**config.mk**
```make
export PLATFORM = sky130hd
export DESIGN_NAME = fip_div_seq
export DESIGN_NICKNAME = d
export VERILOG_FILES = /design/src/rtl/fip_pkg.sv /design/src/rtl/fip_div_post.sv /design/src/rtl/fip_div_seq.sv
export SDC_FILE = /design/constraint.sdc
export NUM_CORES = 1
export LEC_CHECK = 0
export CAP_MARGIN = 40
export CORE_AREA = 2 2 209 211
export CTS_BUF_LIST = sky130_fd_sc_hd__clkbuf_2 sky130_fd_sc_hd__clkbuf_4 sky130_fd_sc_hd__clkbuf_8
export DETAILED_ROUTE_END_ITERATION = 6
export DIE_AREA = 0 0 211 213
export GPL_TIMING_DRIVEN = 0
export PLACE_DENSITY = 0.41
export SLEW_MARGIN = 10
export SYNTH_ARGS = -nofsm -noshare
export SYNTH_HDL_FRONTEND = slang
export SYNTH_SLANG_ARGS = --single-unit
```
**constraint.sdc**
```tcl
create_clock -name i_clk -period 5.8 [get_ports i_clk]
set_clock_uncertainty 0.1 [all_clocks]
set_input_delay 0.87 -clock i_clk [delete_from_list [all_inputs] [get_ports i_clk]]
set_output_delay 0.87 -clock i_clk [all_outputs]
set_load 0.02 [all_outputs]
```
**src/rtl/fip_pkg.sv**
```systemverilog
`default_nettype none
// ============================================================================
// Module      : fip_pkg
// Description : Shared fixed-point helpers. Range constants, range functions
//               and the sequential divider state type.
// Revision    : 1.0 - initial release
// ============================================================================
package fip_pkg;

    // Q16.16 range limits for the legacy 32-bit datapaths
    localparam logic [31:0] FIP_MAX = 32'h7FFF_FFFF;
    localparam logic [31:0] FIP_MIN = 32'h8000_0000;

    // Sequential divider control states
    typedef enum logic [1:0] {
        IDLE = 2'd0,
        DIV  = 2'd1,
        FIN  = 2'd2
    } fip_div_state_t;

    // Largest positive two's-complement value of the given width (zero-extended)
    function automatic logic [63:0] fip_max(input int width);
        return (64'd1 << (width - 1)) - 64'd1;
    endfunction

    // Bit pattern of the most negative value of the given width (zero-extended)
    function automatic logic [63:0] fip_min(input int width);
        return 64'd1 << (width - 1);
    endfunction

endpackage : fip_pkg
`default_nettype wire

```
**src/rtl/fip_div_post.sv**
```systemverilog
`default_nettype none
// ============================================================================
// Module      : fip_div_post
// Description : Combinational post-processing for iterative fixed-point
//               units: optional round, sign apply, saturate/wrap, overflow.
// Revision    : 1.0 - initial release
// ============================================================================
module fip_div_post #(
    parameter int WIDTH = 32,
    parameter int QW    = 48,
    parameter int SAT   = 1,
    parameter int ROUND = 0
) (
    input  logic [QW-1:0]    i_raw,
    input  logic             i_neg,
    input  logic             i_dbz,
    input  logic             i_xneg,
    output logic [WIDTH-1:0] o_z,
    output logic             o_ovf
);
    import fip_pkg::*;

    localparam logic [QW-1:0]    c_pos_lim = QW'(fip_max(WIDTH));
    localparam logic [QW-1:0]    c_neg_lim = QW'(fip_min(WIDTH));
    localparam logic [WIDTH-1:0] c_max     = WIDTH'(fip_max(WIDTH));
    localparam logic [WIDTH-1:0] c_min     = WIDTH'(fip_min(WIDTH));

    logic [QW-1:0]    w_mag;
    logic [WIDTH-1:0] w_wrap;
    logic             w_range_ovf;

    // With rounding the raw quotient carries one extra guard bit below the LSB
    generate
        if (ROUND != 0) begin : g_round
            assign w_mag = (i_raw >> 1) + QW'(i_raw[0]);
        end else begin : g_trunc
            assign w_mag = i_raw;
        end
    endgenerate

    // Negating a zero magnitude yields zero, so no negative zero can appear
    assign w_wrap      = i_neg ? -w_mag[WIDTH-1:0] : w_mag[WIDTH-1:0];
    assign w_range_ovf = i_neg ? (w_mag > c_neg_lim) : (w_mag > c_pos_lim);

    // Divide-by-zero overrides everything; otherwise clamp or wrap on overflow
    always_comb begin
        o_z   = w_wrap;
        o_ovf = w_range_ovf;
        if (i_dbz) begin
            o_z   = i_xneg ? c_min : c_max;
            o_ovf = 1'b0;
        end else if (w_range_ovf && (SAT != 0)) begin
            o_z = i_neg ? c_min : c_max;
        end
    end

endmodule : fip_div_post
`default_nettype wire

```
**src/rtl/fip_div_seq.sv**
```systemverilog
`default_nettype none
// ============================================================================
// Module      : fip_div_seq
// Description : Sequential signed fixed-point divider z = x / y, radix-2
//               restoring, one quotient bit per clock, fixed latency.
// Revision    : 1.0 - initial release
// ============================================================================
module fip_div_seq #(
    parameter int WIDTH    = 32,
    parameter int FRA_BITS = 16,
    parameter int SAT      = 1,
    parameter int ROUND    = 0
) (
    input  logic             i_clk,
    input  logic             i_rstn,
    input  logic             i_en,
    input  logic [WIDTH-1:0] i_x,
    input  logic [WIDTH-1:0] i_y,
    output logic [WIDTH-1:0] o_z,
    output logic             o_busy,
    output logic             o_valid,
    output logic             o_ovf,
    output logic             o_dbz
);
    import fip_pkg::*;

    localparam int N    = WIDTH + FRA_BITS + ROUND;
    localparam int SH   = FRA_BITS + ROUND;
    localparam int CNTW = $clog2(N);

    fip_div_state_t   r_state;
    logic [CNTW-1:0]  r_cnt;
    logic [WIDTH:0]   r_rem;
    logic [N-1:0]     r_quo;     // dividend bits shift out MSB first, quotient bits shift in
    logic [WIDTH-1:0] r_ymag;
    logic             r_neg;
    logic             r_xneg;
    logic             r_ydz;
    logic [WIDTH-1:0] r_z;
    logic             r_busy;
    logic             r_valid;
    logic             r_ovf;
    logic             r_dbz;

    logic [WIDTH-1:0] w_xmag;
    logic [WIDTH-1:0] w_ymag;
    logic [N-1:0]     w_dvd;
    logic [WIDTH:0]   w_trial;
    logic [WIDTH:0]   w_diff;
    logic             w_ge;
    logic [WIDTH-1:0] w_post_z;
    logic             w_post_ovf;

    // Magnitudes as unsigned WIDTH-bit values; negating MIN gives 2^(WIDTH-1) exactly
    assign w_xmag  = i_x[WIDTH-1] ? -i_x : i_x;
    assign w_ymag  = i_y[WIDTH-1] ? -i_y : i_y;
    assign w_dvd   = N'(w_xmag) << SH;

    assign w_trial = {r_rem[WIDTH-1:0], r_quo[N-1]};
    assign w_ge    = (w_trial >= {1'b0, r_ymag});
    assign w_diff  = w_trial - {1'b0, r_ymag};

    fip_div_post #(
        .WIDTH (WIDTH),
        .QW    (N),
        .SAT   (SAT),
        .ROUND (ROUND)
    ) u_post (
        .i_raw  (r_quo),
        .i_neg  (r_neg),
        .i_dbz  (r_ydz),
        .i_xneg (r_xneg),
        .o_z    (w_post_z),
        .o_ovf  (w_post_ovf)
    );

    // Control FSM, restoring iteration and result registers
    always_ff @(posedge i_clk or negedge i_rstn) begin
        if (!i_rstn) begin
            r_state <= IDLE;
            r_cnt   <= '0;
            r_rem   <= '0;
            r_quo   <= '0;
            r_ymag  <= '0;
            r_neg   <= 1'b0;
            r_xneg  <= 1'b0;
            r_ydz   <= 1'b0;
            r_z     <= '0;
            r_busy  <= 1'b0;
            r_valid <= 1'b0;
            r_ovf   <= 1'b0;
            r_dbz   <= 1'b0;
        end else begin
            r_valid <= 1'b0;
            case (r_state)
                IDLE: begin
                    if (i_en) begin
                        r_neg   <= i_x[WIDTH-1] ^ i_y[WIDTH-1];
                        r_xneg  <= i_x[WIDTH-1];
                        r_ydz   <= (i_y == '0);
                        r_ymag  <= w_ymag;
                        r_quo   <= w_dvd;
                        r_rem   <= '0;
                        r_cnt   <= CNTW'(N - 1);
                        r_busy  <= 1'b1;
                        r_state <= DIV;
                    end
                end
                DIV: begin
                    r_rem <= w_ge ? w_diff : w_trial;
                    r_quo <= {r_quo[N-2:0], w_ge};
                    if (r_cnt == '0) begin
                        r_state <= FIN;
                    end else begin
                        r_cnt <= r_cnt - CNTW'(1);
                    end
                end
                FIN: begin
                    r_z     <= w_post_z;
                    r_ovf   <= w_post_ovf;
                    r_dbz   <= r_ydz;
                    r_valid <= 1'b1;
                    r_busy  <= 1'b0;
                    r_state <= IDLE;
                end
                default: begin
                    r_state <= IDLE;
                end
            endcase
        end
    end

    assign o_z     = r_z;
    assign o_busy  = r_busy;
    assign o_valid = r_valid;
    assign o_ovf   = r_ovf;
    assign o_dbz   = r_dbz;

endmodule : fip_div_seq
`default_nettype wire

```
; ---- Yosys cells after proc, flatten, opt, wreduce, memory -nomap -nowiden
; Index checks and enable logic that the tools add are counted.
[totals]
output_inout_bits = 36
in_bits = 67
word_cells = 60
regBits = 159
[op_classes]
n_reduce_logical = 10
n_lt_le_gt_ge = 3
add_sub_neg = 5
n_eq_ne = 5
n_bitwise = 1
mux = 23
[op_table]
columns = operator, count
row1 = 32-bit two-way mux, 9
row2 = 32-bit negator, 3
row3 = 48-bit case mux with 2 select lines, 1
row4 = 32-bit case mux with 2 select lines, 1
row5 = "48-bit by 31-bit greater-than comparator with 1-bit output, second input constant", 1
row6 = "48-bit by 32-bit greater-than comparator with 1-bit output, second input constant", 1
row7 = 48-bit two-way mux, 1
row8 = 33-bit by 32-bit greater-or-equal comparator with 1-bit output, 1
row9 = 32-bit logical NOT, 1
row10 = 32-bit subtractor, 1
row11 = 6-bit two-way mux, 2
row12 = 6-bit case mux with 2 select lines, 1
row13 = 2-bit AND reduction, 4
row14 = 6-bit logical NOT, 1
row15 = "2-bit inequality test, second input constant", 3
row16 = "6-bit by 1-bit subtractor with 6-bit output, second input constant", 1
row17 = 1-bit two-way mux, 4
row18 = 2-bit two-way mux, 2
row19 = 2-bit case mux with 2 select lines, 1
row20 = 2-bit nonzero test, 2
row21 = 3-bit AND reduction, 1
row22 = "2-bit by 1-bit == test with 1-bit output, second input constant", 1
row23 = "2-bit == test, second input constant", 1
row24 = 2-bit logical NOT, 1
row25 = 2 further kinds, 2

; ---- Logic depth before layout (Yosys ltp)
; Gate-level depths: netlist of the first run.
[depth]
word_depth = 4
ltp_mapped = 13
ltp_nobuf = 12

; ---- Modules after synthesis
; From an unflattened synthesis of the first run, not the netlist that was laid out.
[hier_totals]
hier_cells = 1219
hier_area_um2 = 10650.2
[modules_own_cells]
columns = mod, area_each_um2, cells_each, instances
row1 = fip_div_seq, 9323.9, 1008, 1
row2 = fip_div_post, 1326.3, 211, 1

; ---- Least setup slack after synthesis of the first run
; No wires, ideal clock.
[synth_path]
path_type = in2reg
from = input i_x[8]
to = register r_quo[45]
n_path_buf = 0
setup_time_ns = 0.131
path_stages = 8
path_slack_ns = 2.438
arrival_ns = 3.131
path_cell_list = or4_4 -> or4_4 -> or3_4 -> or3_4 -> o31ai_4 -> a21boi_2 -> xor2_1 -> o21ai_1
[synth_via]
elab_chain_len = 4
[synth_lines]
columns = element, line
row1 = "start, declared", fip_div_seq.sv:17  ; input logic [WIDTH-1:0] i_x,
row2 = 32-bit negator, fip_div_seq.sv:55  ; assign w_xmag = i_x[WIDTH-1] ? -i_x : i_x;
row3 = 32-bit two-way mux, fip_div_seq.sv:55
row4 = 48-bit two-way mux, fip_div_seq.sv:97  ; if (i_en) begin
row5 = 48-bit case mux with 2 select lines, fip_div_seq.sv:95  ; case (r_state)
row6 = "end signal, assigned", fip_div_seq.sv:102  ; r_quo <= w_dvd;
row7 = "end signal, assigned", fip_div_seq.sv:111  ; r_quo <= {r_quo[N-2:0], w_ge};
row8 = "end, declared", fip_div_seq.sv:34  ; logic [N-1:0] r_quo;
; No other way between the ends. The select of a mux whose other input is x is not followed.
; A chain may end at the register's enable or synchronous reset.

; ---- Worst setup path in the final report of the first run
[layout_path]
from = register r_rem[8]
to = register r_rem[25]
[layout_via]
elab_chain_len = 3
word_cells_on_any_way = 4
[layout_lines]
columns = element, line
row1 = "start, declared", fip_div_seq.sv:33  ; logic [WIDTH:0] r_rem;
row2 = "start signal, assigned", fip_div_seq.sv:110  ; r_rem <= w_ge ? w_diff : w_trial;
row3 = 32-bit subtractor or 33-bit by 32-bit greater-or-equal comparator with 1-bit output (tied branches), "fip_div_seq.sv:61, fip_div_seq.sv:60"
row4 = 32-bit two-way mux (*), fip_div_seq.sv:110
row5 = 32-bit case mux with 2 select lines (*), fip_div_seq.sv:95
; Mark *: on every way between the ends. The rest lies on a longest branch, timed or not.

==> impl_metrics.json, run 1 <==
{
  "drtIter0Drc": 555,
  "ys.flop_type": "dfrtp_1",
  "relSlewSlack_pct": 43.8,
  "clock_latency_ns": 0.49,
  "cts-buffers-inserted": 17,
  "rrSetupSlack_ns": 1.75,
  "wire_per_inst_um": 18.3,
  "drv_slew": 0,
  "synth_edf_count": 0,
  "final-hold-violation-count": 0,
  "timing.max_cap.violations": 0,
  "dieArea_um2": 44900,
  "p_leak_nw": 5.28,
  "grt_usage_pct": 16.3,
  "wl_mm": 35.7,
  "ctsResizeCount": 0,
  "critPathRequiredTime_ns": 6.11,
  "fillers": 4553,
  "synth_seq_cells": 159,
  "die_width_um": 211,
  "syn2layout_area_growth_pct": 20.8,
  "cts.sinks": 159,
  "endpoint_kind": "flip-flop",
  "cts_buffer_depth": 2,
  "setup_viol": 0,
  "grt-ovfl-total": 0,
  "place.gp.congestion": 0.834,
  "ys_types": 73,
  "status": "complete, no violations",
  "place_area_um2": 12300,
  "crit_type": "reg2reg",
  "worstMarginPinSlew_ns": 0.836,
  "p_total_w": 0.00717,
  "ys_seq_area_share_pct": 37.8,
  "ir_worst_vdd_uv": 167,
  "timing.fmax_ghz": 0.247,
  "r2r-end": "r_rem[25]",
  "detailedRoute.firstPassIterationCount": 5,
  "layout_common_cells": "dfrtp_1, o21ai_0, nand2_1",
  "fin_util_pct": 29.8,
  "vias": 9805,
  "dp_hpwl_mm": 26.9,
  "grt_max_degree": 88,
  "min_period_ns": 4.05,
  "num_rows": 76,
  "postCtsSetupRepairBufs": 0,
  "crit_fanout": 10,
  "via_per_inst": 5.03,
  "min-delay-path-class": "in2async",
  "synth_cells": 1266,
  "finalCritPeriodShare_pct": 69.8,
  "cts_tree": "yes",
  "hold_buffers": 0,
  "grt_pass1_vias": 9694,
  "r2r-start": "r_rem[8]",
  "antenna_found_initial": 0,
  "htree_levels": 4,
  "synth_fp_nets": 1371,
  "nets": 1496,
  "drc_errors": 0,
  "rr_worst_depth": 11,
  "rsz0062_at_grt": "false",
  "cts.clk_slew.worst_paths_ns": 0.09,
  "postRouteAntennaNets": 0,
  "async_flop_share_pct": 100,
  "grt_pass1_wl_mm": 56.9,
  "cts-root-buf": "clkbuf_8",
  "yosys_warnings": 0,
  "crit_arrival_ns": 4.36,
  "numPortBuffers": 101,
  "io_pins": 103,
  "syn-mean-instance-area_um2": 8.32,
  "start_util_pct": 24.7,
  "cp-start-kind": "flip-flop",
  "syn-cell-area_um2": 10500,
  "die_h_um": 213,
  "design_area_um2": 12700,
  "drive_gt1_share_pct": 4.27,
  "mostFrequentLayoutCell": "dfrtp_1",
  "coreArea_um2": 42700,
  "cp-startpoint": "r_rem[8]",
  "powerDensity_nw_per_um2": 563
}
state kept, by name (all words and copies together), names as in the netlist:
| signal | cells |
|---|---|
| r_neg | 1 |
| r_quo | 48 |
| o_dbz | 1 |
| o_z | 32 |
| o_busy | 1 |
| o_valid | 1 |
| r_ymag | 32 |
| r_cnt | 6 |
| r_ydz | 1 |
| r_xneg | 1 |
| o_ovf | 1 |
| r_state | 2 |
| r_rem | 32 |
cells in the mapped netlist (15+ instances only):
cell        n  area [µm²]
a21oi_1    92         460
a22oi_1    26         195
clkbuf_1   64         240
dfrtp_1   159        3980
ha_1       37         463
inv_1      57         214
mux2i_1    23         230
nand2_1   144         541
nand3_1    56         280
nor2_1     71         267
nor3_1     27         135
o211ai_1   15         113
o21ai_0   156         781
o31ai_1    24         180
or3_1      15        93.8
xnor2_1    28         245
xor2_1     61         534
logic make-up after synthesis:
kind of cell	after synthesis	synth area share, %
adders and majority gates	38	4.59
xor gates and xnor gates	89	7.40
muxes	24	2.29
and+or+nand+nor	412	19.1
DFF	159	37.8
buffers and inverters	128	4.60
AOI/OAI and AO/OA	416	24.2
cell type report:
class	count	area (µm²)	area share, %
Clock buffer	21	283	2.22
Timing Repair Buffer	106	1070	8.43
Multi-Input combinational cell	979	6070	47.7
Clock inverter	11	153	1.20
Tap cell	546	683	5.37
Sequential cell	159	3980	31.3
Antenna cell	1	2.50	0.0197
Inverter	58	218	1.71
Buffer	70	267	2.09
where the power goes:
group | leakage [nW] | switching, W | total (W) | internal, W
Clock | 0.213 | 0.000471 | 0.000941 | 0.000469
Combinational | 3.07 | 0.00252 | 0.00422 | 0.00169
Sequential | 1.99 | 0.000433 | 0.00201 | 0.00158
worst max-delay path, cell delays in order (launching register included):
cell	delay, ns
dfrtp_1	0.41
ha_1	0.28
clkbuf_1	0.23
nand2_1	0.09
nor3_1	0.47
o211ai_1	0.28
a31o_2	0.33
o21a_1	0.23
a31oi_2	0.56
clkbuf_1	0.55
o311ai_0	0.26
a21oi_1	0.17
through the flow:
step,setup TNS [ns],worst slack [ns],hold slack (ns),std cells
finish,0,1.75,0.264,1951
floorplan,0,2.44,0.350,1266
CTS,0,1.72,0.259,1950
global placement,-551.40,-3.49,0.365,1913
global route,0,1.51,0.273,1950
detailed placement,0,1.42,0.370,1918
routing by layer:
layer	vias up	global-route usage, %	share of wire [%]
met1	4746	22.6	49
met3	19	2.53	3.8
met2	219	26.8	46
met4	0	3.42	1.0
li1	4821	-	-
met5	-	0	0
how the worst max path moves through the flow:
stage,endpoint,depth (start not counted)
detailed placement,r_ymag[29],10
floorplan,r_quo[45],8
global placement,r_ymag[14],1
CTS,r_rem[28],11
global route,r_rem[25],11
finish,r_rem[25],11
Note: power is estimated with default switching activity, not from simulation.
==> inputs of run 2 (changes only) <==
Settings changed: PLACE_DENSITY 0.41 to 0.42.
Clock period 5.8 ns to 3.6 ns, I/O delays scaled along.
==> run 2 against run 1 <==
Net effect: clock-buffer cell count did not move; wire length fell by 1.7%; core utilization rose by 0.29 points; register-to-register slack got worse by 1.5 ns; cell count rose by 0.15%.
==> impl_metrics.json, run 2 (same netlist as run 1, synthesis figures left out) <==
{
  "cts.sinks": 159,
  "crit_fanout": 5,
  "cts_tree": "yes",
  "die_h_um": 213,
  "detailedRoute.firstPassIterationCount": 5,
  "drive_gt1_share_pct": 4.76,
  "regMostFlops": "r_quo",
  "io_pins": 103,
  "wl_mm": 35.1,
  "cp-start-kind": "input pin",
  "status": "complete, no violations",
  "dp_slack_ns": -0.466,
  "endpoint_kind": "flip-flop",
  "p_leak_nw": 5.35,
  "grt_usage_pct": 16.1,
  "grt_pass1_vias": 9718,
  "htree_levels": 4,
  "fillers": 4589,
  "timing.max_cap.violations": 0,
  "min-delay-path-class": "reg2reg",
  "drtIter0Drc": 640,
  "numPortBuffers": 101,
  "vias": 9728,
  "nets": 1500,
  "via_per_inst": 4.98,
  "finalCritPeriodShare_pct": 94.5,
  "drc_errors": 0,
  "dieArea_um2": 44900,
  "num_rows": 76,
  "drv_slew": 0,
  "start_util_pct": 24.7,
  "die_width_um": 211,
  "setup_ws_ns": 0.197,
  "final-hold-violation-count": 0,
  "cts-buffers-inserted": 17,
  "antenna_found_initial": 0,
  "layout_common_cells": "dfrtp_1, o21ai_0, nand2_1",
  "clock_latency_ns": 0.50,
  "min_period_ns": 3.40,
  "wire_per_inst_um": 18.0,
  "fin_hold_ws_ns": 0.382,
  "place.gp.congestion": 0.867,
  "grt_pass1_wl_mm": 56.4,
  "critPathRequiredTime_ns": 3.85,
  "syn2layout_area_growth_pct": 22.0,
  "setup_viol": 0,
  "place_area_um2": 12300,
  "ir_worst_vdd_uv": 309,
  "design_area_um2": 12800,
  "cts-root-buf": "clkbuf_8",
  "path_cells": "clkdlybuf4s50_1, nor4_1, nand4b_1, or2_1, or3_1, or3_1, nand2b_1, o21ai_1, xor2_1, o21ai_1",
  "relSlewSlack_pct": 46.7,
  "powerDensity_nw_per_um2": 914,
  "mostFrequentLayoutCell": "dfrtp_1",
  "slowest_stage": "clkdlybuf4s50_1",
  "crit_type": "in2reg",
  "cts_buffer_depth": 2,
  "grt_max_degree": 101,
  "crit_arrival_ns": 3.65,
  "timing.fmax_ghz": 0.294,
  "largest_register_ffs": 48,
  "postRouteAntennaNets": 0,
  "cts.clk_slew.worst_paths_ns": 0.08,
  "grt-ovfl-total": 0,
  "coreArea_um2": 42700,
  "max_stage_delay_ns": 0.49,
  "dp_hpwl_mm": 26.7,
  "rsz0062_at_grt": "false",
  "worstMarginPinSlew_ns": 0.794
}
==> run 2: changes by cell type in the layout (fill, tap and decap cells not counted), moves of 2 or more <==
cell / previous run / this run
buf_4: 0 / 5
inv_6: 3 / 0
buf_2: 5 / 3
bufinv_16: 3 / 5
clkbuf_1: 64 / 62
clkinvlp_4: 3 / 1
==> run 2: path summary, 6_finish.rpt <==
path / startpoint / end / slack, ns / cells after the start
worst max register to register: r_quo[12] / o_z[2] / 0.22 / 10
worst min register to register: r_ymag[14] / r_ymag[14] / 0.38 / 2
max in group asynchronous: i_rstn / r_ymag[28] / 2.12 / 4
worst min-delay path: r_ymag[14] / r_ymag[14] / 0.38 / 2
min in group asynchronous: i_rstn / o_busy / 0.59 / 3
worst max-delay path: i_y[6] / r_ymag[29] / 0.20 / 10
==> run 2: worst max-delay path: cells and delay by family <==
family	cells	cell delay (ns)
XOR/XNOR	1	0.20
AND/OR/NAND/NOR	6	2.17
buffers and inverters	1	0.49
AO/OA/AOI/OAI	2	0.24
==> run 2: through the flow <==
step                total power, W  setup TNS (ns)  std cells  utilization, %
floorplan                  0.00807               0       1266               -
global placement           0.00999         -868.30       1913            28.6
detailed placement          0.0100          -12.41       1919            28.8
CTS                         0.0118               0       1951            30.0
global route                0.0129               0       1953            30.1
finish                      0.0117               0       1954            30.1
==> run 2: per-layer routing <==
layer / GRT usage (%) / vias up / wire length (µm)
met5: 0 / - / 0
met1: 22.7 / 4693 / 17500
met2: 25.9 / 192 / 15900
met4: 4.10 / 0 / 486
met3: 2.25 / 26 / 1210
li1: - / 4817 / -
==> run 2: where the power goes <==
group | internal (W) | leakage (nW) | total (W) | switching, W
clock network | 0.000874 | 0.233 | 0.00160 | 0.000730
registers | 0.00254 | 1.99 | 0.00324 | 0.000696
logic | 0.00282 | 3.12 | 0.00690 | 0.00408
total | 0.00623 | 5.35 | 0.0117 | 0.00551
==> run 2: area by class of cell <==
class                   instances  area (µm²)  share of cell area (%)
repair buffers                111        1130                    8.81
clock inverters                10         185                    1.44
well taps                     546         683                    5.32
inverters                      58         218                    1.69
multi-input cells             979        6100                    47.5
plain buffers                  69         269                    2.09
flip-flops and latches        159        3980                    31.0
diodes                          1        2.50                  0.0195
clock buffers                  21         277                    2.15
==> run 2: timing repair <==
action	4_1_cts	5_1_grt
hold buffers	1	0
endpoints found under the setup margin	32	29
pin swaps	0	1
hold endpoints to repair	56	0
resized for setup	4	6
setup buffers	0	3
